`src/rtl/seq_divider.sv`:
```
// Sequential signed restoring divider: one quotient bit per clock, start/done handshake.
// State | meaning
// IDLE  | waiting for start; operands captured on acceptance
// DIV   | one restoring step per cycle, WIDTH cycles
// FIX   | apply signs and special-case overrides, register results
// DONE  | done pulse for one cycle, then back to IDLE
module seq_divider #(
    parameter int WIDTH = 32
) (
    input  logic             clk,
    input  logic             rst,
    input  logic             start,
    input  logic [WIDTH-1:0] a,
    input  logic [WIDTH-1:0] b,
    output logic [WIDTH-1:0] Q,
    output logic [WIDTH-1:0] R,
    output logic             busy,
    output logic             done,
    output logic             DivByZero,
    output logic             Overflow
);

    localparam int CW = $clog2(WIDTH);
    localparam logic [CW-1:0]    COUNT_INIT = CW'(WIDTH - 1);
    localparam logic [WIDTH-1:0] MIN_INT    = {1'b1, {(WIDTH-1){1'b0}}};

    typedef enum logic [1:0] {
        S_IDLE,
        S_DIV,
        S_FIX,
        S_DONE
    } state_t;

    state_t           state, state_nxt;
    logic [WIDTH-1:0] rem, dvd, dvs;
    logic [CW-1:0]    count;
    logic             sign_q, sign_r, dz_pend, ovf_pend;
    logic [WIDTH-1:0] a_mag, b_mag;
    logic [WIDTH:0]   trial;

    // Magnitudes stay WIDTH-bit unsigned so |MIN_INT| = 2^(WIDTH-1) fits.
    assign a_mag = a[WIDTH-1] ? -a : a;
    assign b_mag = b[WIDTH-1] ? -b : b;
    assign trial = {rem, dvd[WIDTH-1]} - {1'b0, dvs};

    assign busy = (state == S_DIV) || (state == S_FIX);
    assign done = (state == S_DONE);

    always_ff @(posedge clk) begin
        if (rst) state <= S_IDLE;
        else     state <= state_nxt;
    end

    always_comb begin
        state_nxt = state;
        case (state)
            S_IDLE:  if (start) state_nxt = S_DIV;
            S_DIV:   if (count == '0) state_nxt = S_FIX;
            S_FIX:   state_nxt = S_DONE;
            S_DONE:  state_nxt = S_IDLE;
            default: state_nxt = S_IDLE;
        endcase
    end

    always_ff @(posedge clk) begin
        if (rst) begin
            rem       <= '0;
            dvd       <= '0;
            dvs       <= '0;
            count     <= '0;
            sign_q    <= 1'b0;
            sign_r    <= 1'b0;
            dz_pend   <= 1'b0;
            ovf_pend  <= 1'b0;
            Q         <= '0;
            R         <= '0;
            DivByZero <= 1'b0;
            Overflow  <= 1'b0;
        end else begin
            case (state)
                S_IDLE: begin
                    if (start) begin
                        sign_q   <= a[WIDTH-1] ^ b[WIDTH-1];
                        sign_r   <= a[WIDTH-1];
                        dvd      <= a_mag;
                        dvs      <= b_mag;
                        rem      <= '0;
                        count    <= COUNT_INIT;
                        dz_pend  <= (b == '0);
                        ovf_pend <= (a == MIN_INT) && (b == '1);
                    end
                end
                S_DIV: begin
                    dvd   <= {dvd[WIDTH-2:0], ~trial[WIDTH]};
                    rem   <= trial[WIDTH] ? {rem[WIDTH-2:0], dvd[WIDTH-1]} : trial[WIDTH-1:0];
                    count <= count - CW'(1);
                end
                S_FIX: begin
                    // With a zero divisor every trial succeeds, so rem ends up as |a|.
                    if (dz_pend) begin
                        Q <= '1;
                        R <= sign_r ? -rem : rem;
                    end else if (ovf_pend) begin
                        Q <= MIN_INT;
                        R <= '0;
                    end else begin
                        Q <= sign_q ? -dvd : dvd;
                        R <= sign_r ? -rem : rem;
                    end
                    DivByZero <= dz_pend;
                    Overflow  <= ovf_pend;
                end
                default: ;
            endcase
        end
    end

endmodule

```
`config.mk`:
```
export PLATFORM = sky130hd
export DESIGN_NAME = seq_divider
export DESIGN_NICKNAME = d
export VERILOG_FILES = /design/src/rtl/seq_divider.sv
export SDC_FILE = /design/constraint.sdc
export NUM_CORES = 1
export LEC_CHECK = 0
export CORE_MARGIN = 2
export CORE_UTILIZATION = 35
export CTS_CLUSTER_DIAMETER = 30
export CTS_CLUSTER_SIZE = 10
export DETAILED_ROUTE_END_ITERATION = 10
export DONT_BUFFER_PORTS = 1
export PLACE_DENSITY = 0.57
export SYNTH_ARGS = -nofsm -noshare
export SYNTH_HDL_FRONTEND = slang
export SYNTH_SLANG_ARGS = --single-unit
```
`constraint.sdc`:
```
create_clock -name clk -period 3.25 [get_ports clk]
set_input_delay 0.4875 -clock clk [delete_from_list [all_inputs] [get_ports clk]]
set_output_delay 0.4875 -clock clk [all_outputs]
set_load 0.05 [all_outputs]
```
* Word level (Yosys, flattened, before mapping)
Index checks and enable logic that the tools add are counted.
** Word-level totals
- Bits in registers :: 173
- Latch bits :: 0
- Input bits :: 67
- Memory bits (writable) :: 0
- Memory bits (read-only) :: 0
- Memories :: 0
- Output and inout port bits :: 68
** Cells by class
- Multiplexer cells :: 18
- Bitwise gates (word level) :: 2
- Shift-type cells :: 0
- Reduce and logical (&&, ||, !) cells :: 9
- Add/sub/neg operators :: 6
- Eq/ne operators :: 7
- $mul :: 0
- $lt $le $gt $ge :: 0
- Divide/modulo/power cells :: 0
** Operators by type and width (count)
- 2-to-1 mux 32 bit :: 11
- negator 32 bit :: 4
- one-hot mux 32 bit (2 select lines) :: 2
- == test 32 bit (second input constant) :: 2
- subtractor 33 x 32 -> 33 bit :: 1
- zero test 32 bit :: 1
- one-hot mux 5 bit (2 select lines) :: 1
- one-hot mux 2 bit (4 select lines) :: 1
- AND reduction 2 bit :: 3
- zero test 5 bit :: 1
- 2-to-1 mux 5 bit :: 1
- subtractor 5 x 1 -> 5 bit (second input constant) :: 1
- == test 2 bit (second input constant) :: 2
- 2-to-1 mux 2 bit :: 2
- == test 2 x 1 -> 1 bit (second input constant) :: 1
- zero test 2 bit :: 1
- != test 2 x 1 -> 1 bit (second input constant) :: 1
- != test 2 bit (second input constant) :: 1
- nonzero test 2 bit :: 1
- logical AND 1 bit :: 1
- logical OR 1 bit :: 1
- inverter 1 bit :: 1
- XOR 1 bit :: 1

* Logic depth before layout (Yosys ltp)
- Word-level depth :: 4
- Gate-level depth with buffers :: 14
- Gate-level depth less buffers :: 12

* Worst setup path after synthesis
No wires, ideal clock.
- Path type :: flip-flop to flip-flop
- Start point :: register rem[12]
- End point :: register rem[0]
- Clock period less this slack :: 2.914 ns
- Arrival :: 2.797 ns
- Cell stages (with the launch flop) :: 13
- Required time :: 3.133 ns
- Slack :: 0.336 ns
- Path buffers :: 2
- Cells stage by stage :: dfxtp_1 > ha_1 > a21o_1 > a211o_1 > o2111ai_1 > nand2_1 > o2111a_1 > o311ai_0 > nand4bb_1 > clkbuf_1 > buf_2 > mux2i_1 > a22o_1
** On the way
- Word-level cells in the longest chain between the ends :: 3
** Ends and longest elaborated chain
- start, declared :: RTL line 35 : logic [WIDTH-1:0] rem, dvd, dvs;
- start signal, assigned :: RTL line 95 : rem <= trial[WIDTH] ? {rem[WIDTH-2:0], dvd[WIDTH-1]} : trial[WIDTH-1:0];
- subtractor 33 x 32 -> 33 bit :: RTL line 44 : assign trial = {rem, dvd[WIDTH-1]} - {1'b0, dvs};
- 2-to-1 mux 32 bit :: RTL line 95
- one-hot mux 32 bit (2 select lines) :: RTL line 80 : case (state)
Every way passes these cells.
A chain may end at the register's enable or synchronous reset.

* Worst setup path in the final report
- Start point :: register rem[12]
- End point :: register rem[1]
The elaborated chain is that of the path after synthesis.

==> results.sh <==
export IMPL_status="finished, final reports clean"
export IMPL_syn_nets=1565
export IMPL_ctsLongestPathBuffers=2
export IMPL_drv_slew=0
export IMPL_core_area_um2=31400
export IMPL_first_pass_iters=5
export IMPL_crit_path_start_kind="flop"
export IMPL_fmax_mhz=324
export IMPL_grt_use_met3_pct=5.59
export IMPL_cpPeakStageDelay_ps=360
export IMPL_clkLatencyLatePin_ps=450
export IMPL_initial_core_util_pct=35.4
export IMPL_cp_slowest_cell="o311ai_2"
export IMPL_cp_end_kind="flop"
export IMPL_grt_max_degree=125
export IMPL_synthCells=1454
export IMPL_num_antenna_cells=0
export IMPL_hold_violations=0
export IMPL_gp_congestion=0.860
export IMPL_vias=10101
export IMPL_port_buffers=0
export IMPL_layout_common_cells="192 x nand2_1, 173 x dfxtp_1, 159 x nor2_1, 125 x o21ai_0"
export IMPL_antenna_left=0
export IMPL_use_met2_pct=30.1
export IMPL_rsz0062_at_grt="false"
export IMPL_ir_drop_mv=0.465
export IMPL_finalCriticalPeriod_ps=3090
export IMPL_io_pins=135
export IMPL_dieArea_um2=33200
export IMPL_synth_area_um2=11100
export IMPL_wl_mm=32.4
export IMPL_clk_pin_slew_ps=80
export IMPL_yosys_register_bits=173
export IMPL_use_met1_pct=26.3
export IMPL_vias_per_cell=5.46
export IMPL_total_power_mw=9.46
export IMPL_ys_seq_area_share_pct=31.2
export IMPL_setup_violations=0
export IMPL_final_area_um2=12300
export IMPL_overflow=0
export IMPL_pre_cts_ws_ps=105
export IMPL_crit_required_ps=3590
export IMPL_rows=65
export IMPL_drive_gt1_share_pct=8.29
export IMPL_wl_per_cell_um=17.5
export IMPL_cts_tree="built"
export IMPL_grt_pass1_vias=9435
export IMPL_crit_chain="ha_1 > a21o_1 > a211o_1 > o2111ai_1 > nand2_1 > o2111a_2 > o311ai_2 > nand4bb_4 > clkbuf_16 > mux2i_1 > a22o_1"
export IMPL_numClockSinks=173
export IMPL_place_area_um2=11600
export IMPL_area_growth_pct=10.5
export IMPL_fin_crit_sh_pct=95.1
export IMPL_tightest_slew_ps=838
export IMPL_worstPathMaxFanout=16
export IMPL_root_buffer="clkbuf_16"
export IMPL_synthArstFlopShare_pct=0
export IMPL_synth_area_per_cell_um2=7.64
export IMPL_yosysUniqueCellTypes=75
export IMPL_worst_endpoint_arrival_ps=3430
export IMPL_fin_ws_ps=160
export IMPL_yosysWarnings=0
export IMPL_numCtsBuffers=17
export IMPL_grt_busiest_layer="met2"
export IMPL_finalClockSkew_ps=11.6
export IMPL_hp_class="in2reg"
export IMPL_cap_violations=0
export IMPL_critPathKind="reg2reg"
export IMPL_drtIter0Drc=599
export IMPL_pwr_density_cell_nw_per_um2=770
export IMPL_fp_dieH_um=182
export IMPL_synth_edf_count=0
export IMPL_grt_usage_pct=19.5
export IMPL_hold_buffers=0
export IMPL_synth_ff_type="dfxtp_1"
export IMPL_slew_headroom_pct=43.9
export IMPL_dp_hpwl_mm=24.2
export IMPL_antenna_found_initial=0
export IMPL_finalSetupTns_ps=0
export IMPL_final_core_util_pct=39.1
export IMPL_remaining_drc_errors=0
export IMPL_htreeDepth=4
export IMPL_grt_pass1_wl_mm=51.9
export IMPL_final_common_cell="nand2_1"
export IMPL_p_leak_nw=4.63
export IMPL_nets=1546
export IMPL_fp_dieW_um=182
critical path: cells and delay by family, from the launching register on:
| family | cells | cell delay (ps) |
|---|---|---|
| and+or+nand+nor | 2 | 370 |
| adders and majority gates | 1 | 320 |
| DFF | 1 | 350 |
| buffers and inverters | 1 | 240 |
| AOI/OAI and AO/OA | 6 | 1580 |
| muxes | 1 | 120 |
registers in the layout, indices dropped and copies added (netlist names):
register   cells
DivByZero      1
Overflow       1
Q             32
R             32
count          5
dvd           32
dvs           32
dz_pend        1
ovf_pend       1
rem           32
sign_q         1
sign_r         1
state          2
final cells by class:
cell class	count	area, um2
clock buffers	18	439
clock inverters	13	149
fillers	3269	19100
inverters	55	206
multi-input cells	1140	7120
flip-flops and latches	173	3460
well taps	402	503
repair buffers	48	390
report_power, final:
group          switching, mW  internal [mW]
registers              0.922           2.57
clock network           1.01           1.11
logic                   2.38           1.46
final timing paths:
check	start	slack (ps)	depth (start not counted)	endpoint
worst min-delay path	rst	100	1	Q[26]
worst min register to register	count[4]	470	1	count[4]
worst max register to register	rem[12]	160	11	rem[1]
worst max-delay path	rem[12]	160	11	rem[1]
through the flow:
step	hold WS, ps	cells
2_1_floorplan	438	1454
4_1_cts	84.4	1847
6_report	103	1849
5_1_grt	86.1	1849
3_5_place_dp	457	1816
3_3_place_gp	450	1816
per-layer routing:
layer	routed length [um]	vias up	part of all wire, %
met1	15500	4703	48
li1	-	5122	-
met4	639	0	2.0
met5	0	-	0
met3	2160	36	6.7
met2	14100	240	43
synthesized netlist by cell type, drive strengths merged, types with 5 or more instances:
| cell | instances | area, um2 |
|---|---|---|
| xor2 | 94 | 823 |
| clkbuf | 74 | 302 |
| o22ai | 30 | 188 |
| or2 | 10 | 62.6 |
| ha | 43 | 538 |
| a211oi | 39 | 293 |
| and3 | 6 | 37.5 |
| nor3 | 17 | 96.4 |
| nor4 | 16 | 130 |
| or3 | 13 | 92.6 |
| o21ai | 131 | 663 |
| inv | 55 | 206 |
| nand4 | 14 | 87.6 |
| nand3 | 18 | 95.1 |
| nand2 | 192 | 721 |
| xnor2 | 45 | 394 |
| nand2b | 8 | 57.6 |
| mux2i | 30 | 300 |
| nor2b | 25 | 156 |
| a21oi | 95 | 475 |
| or4 | 17 | 144 |
| o31ai | 39 | 298 |
| buf | 11 | 48.8 |
| dfxtp | 173 | 3460 |
| a21o | 8 | 60.1 |
| a21boi | 5 | 37.5 |
| o21a | 9 | 67.6 |
| o211ai | 11 | 82.6 |
| o41ai | 18 | 165 |
| nor2 | 160 | 601 |
logic make-up (layout without fill, tap and decap cells):
logic type | Yosys count | in the layout | share of synthesized area [%]
muxes | 30 | 30 | 2.70
AOI/OAI and AO/OA | 415 | 415 | 23.3
and+or+nand+nor | 512 | 512 | 21.7
DFF | 173 | 173 | 31.2
adders and majority gates | 44 | 44 | 5.02
xor gates and xnor gates | 139 | 139 | 11.0
buffers and inverters | 141 | 134 | 5.11
what timing repair did:
action / in CTS / in global routing
buffers inserted: 0 / 1
resized for setup: 0 / 7
setup endpoints to repair: 0 / 32
Power figures use the tool's default switching activity.
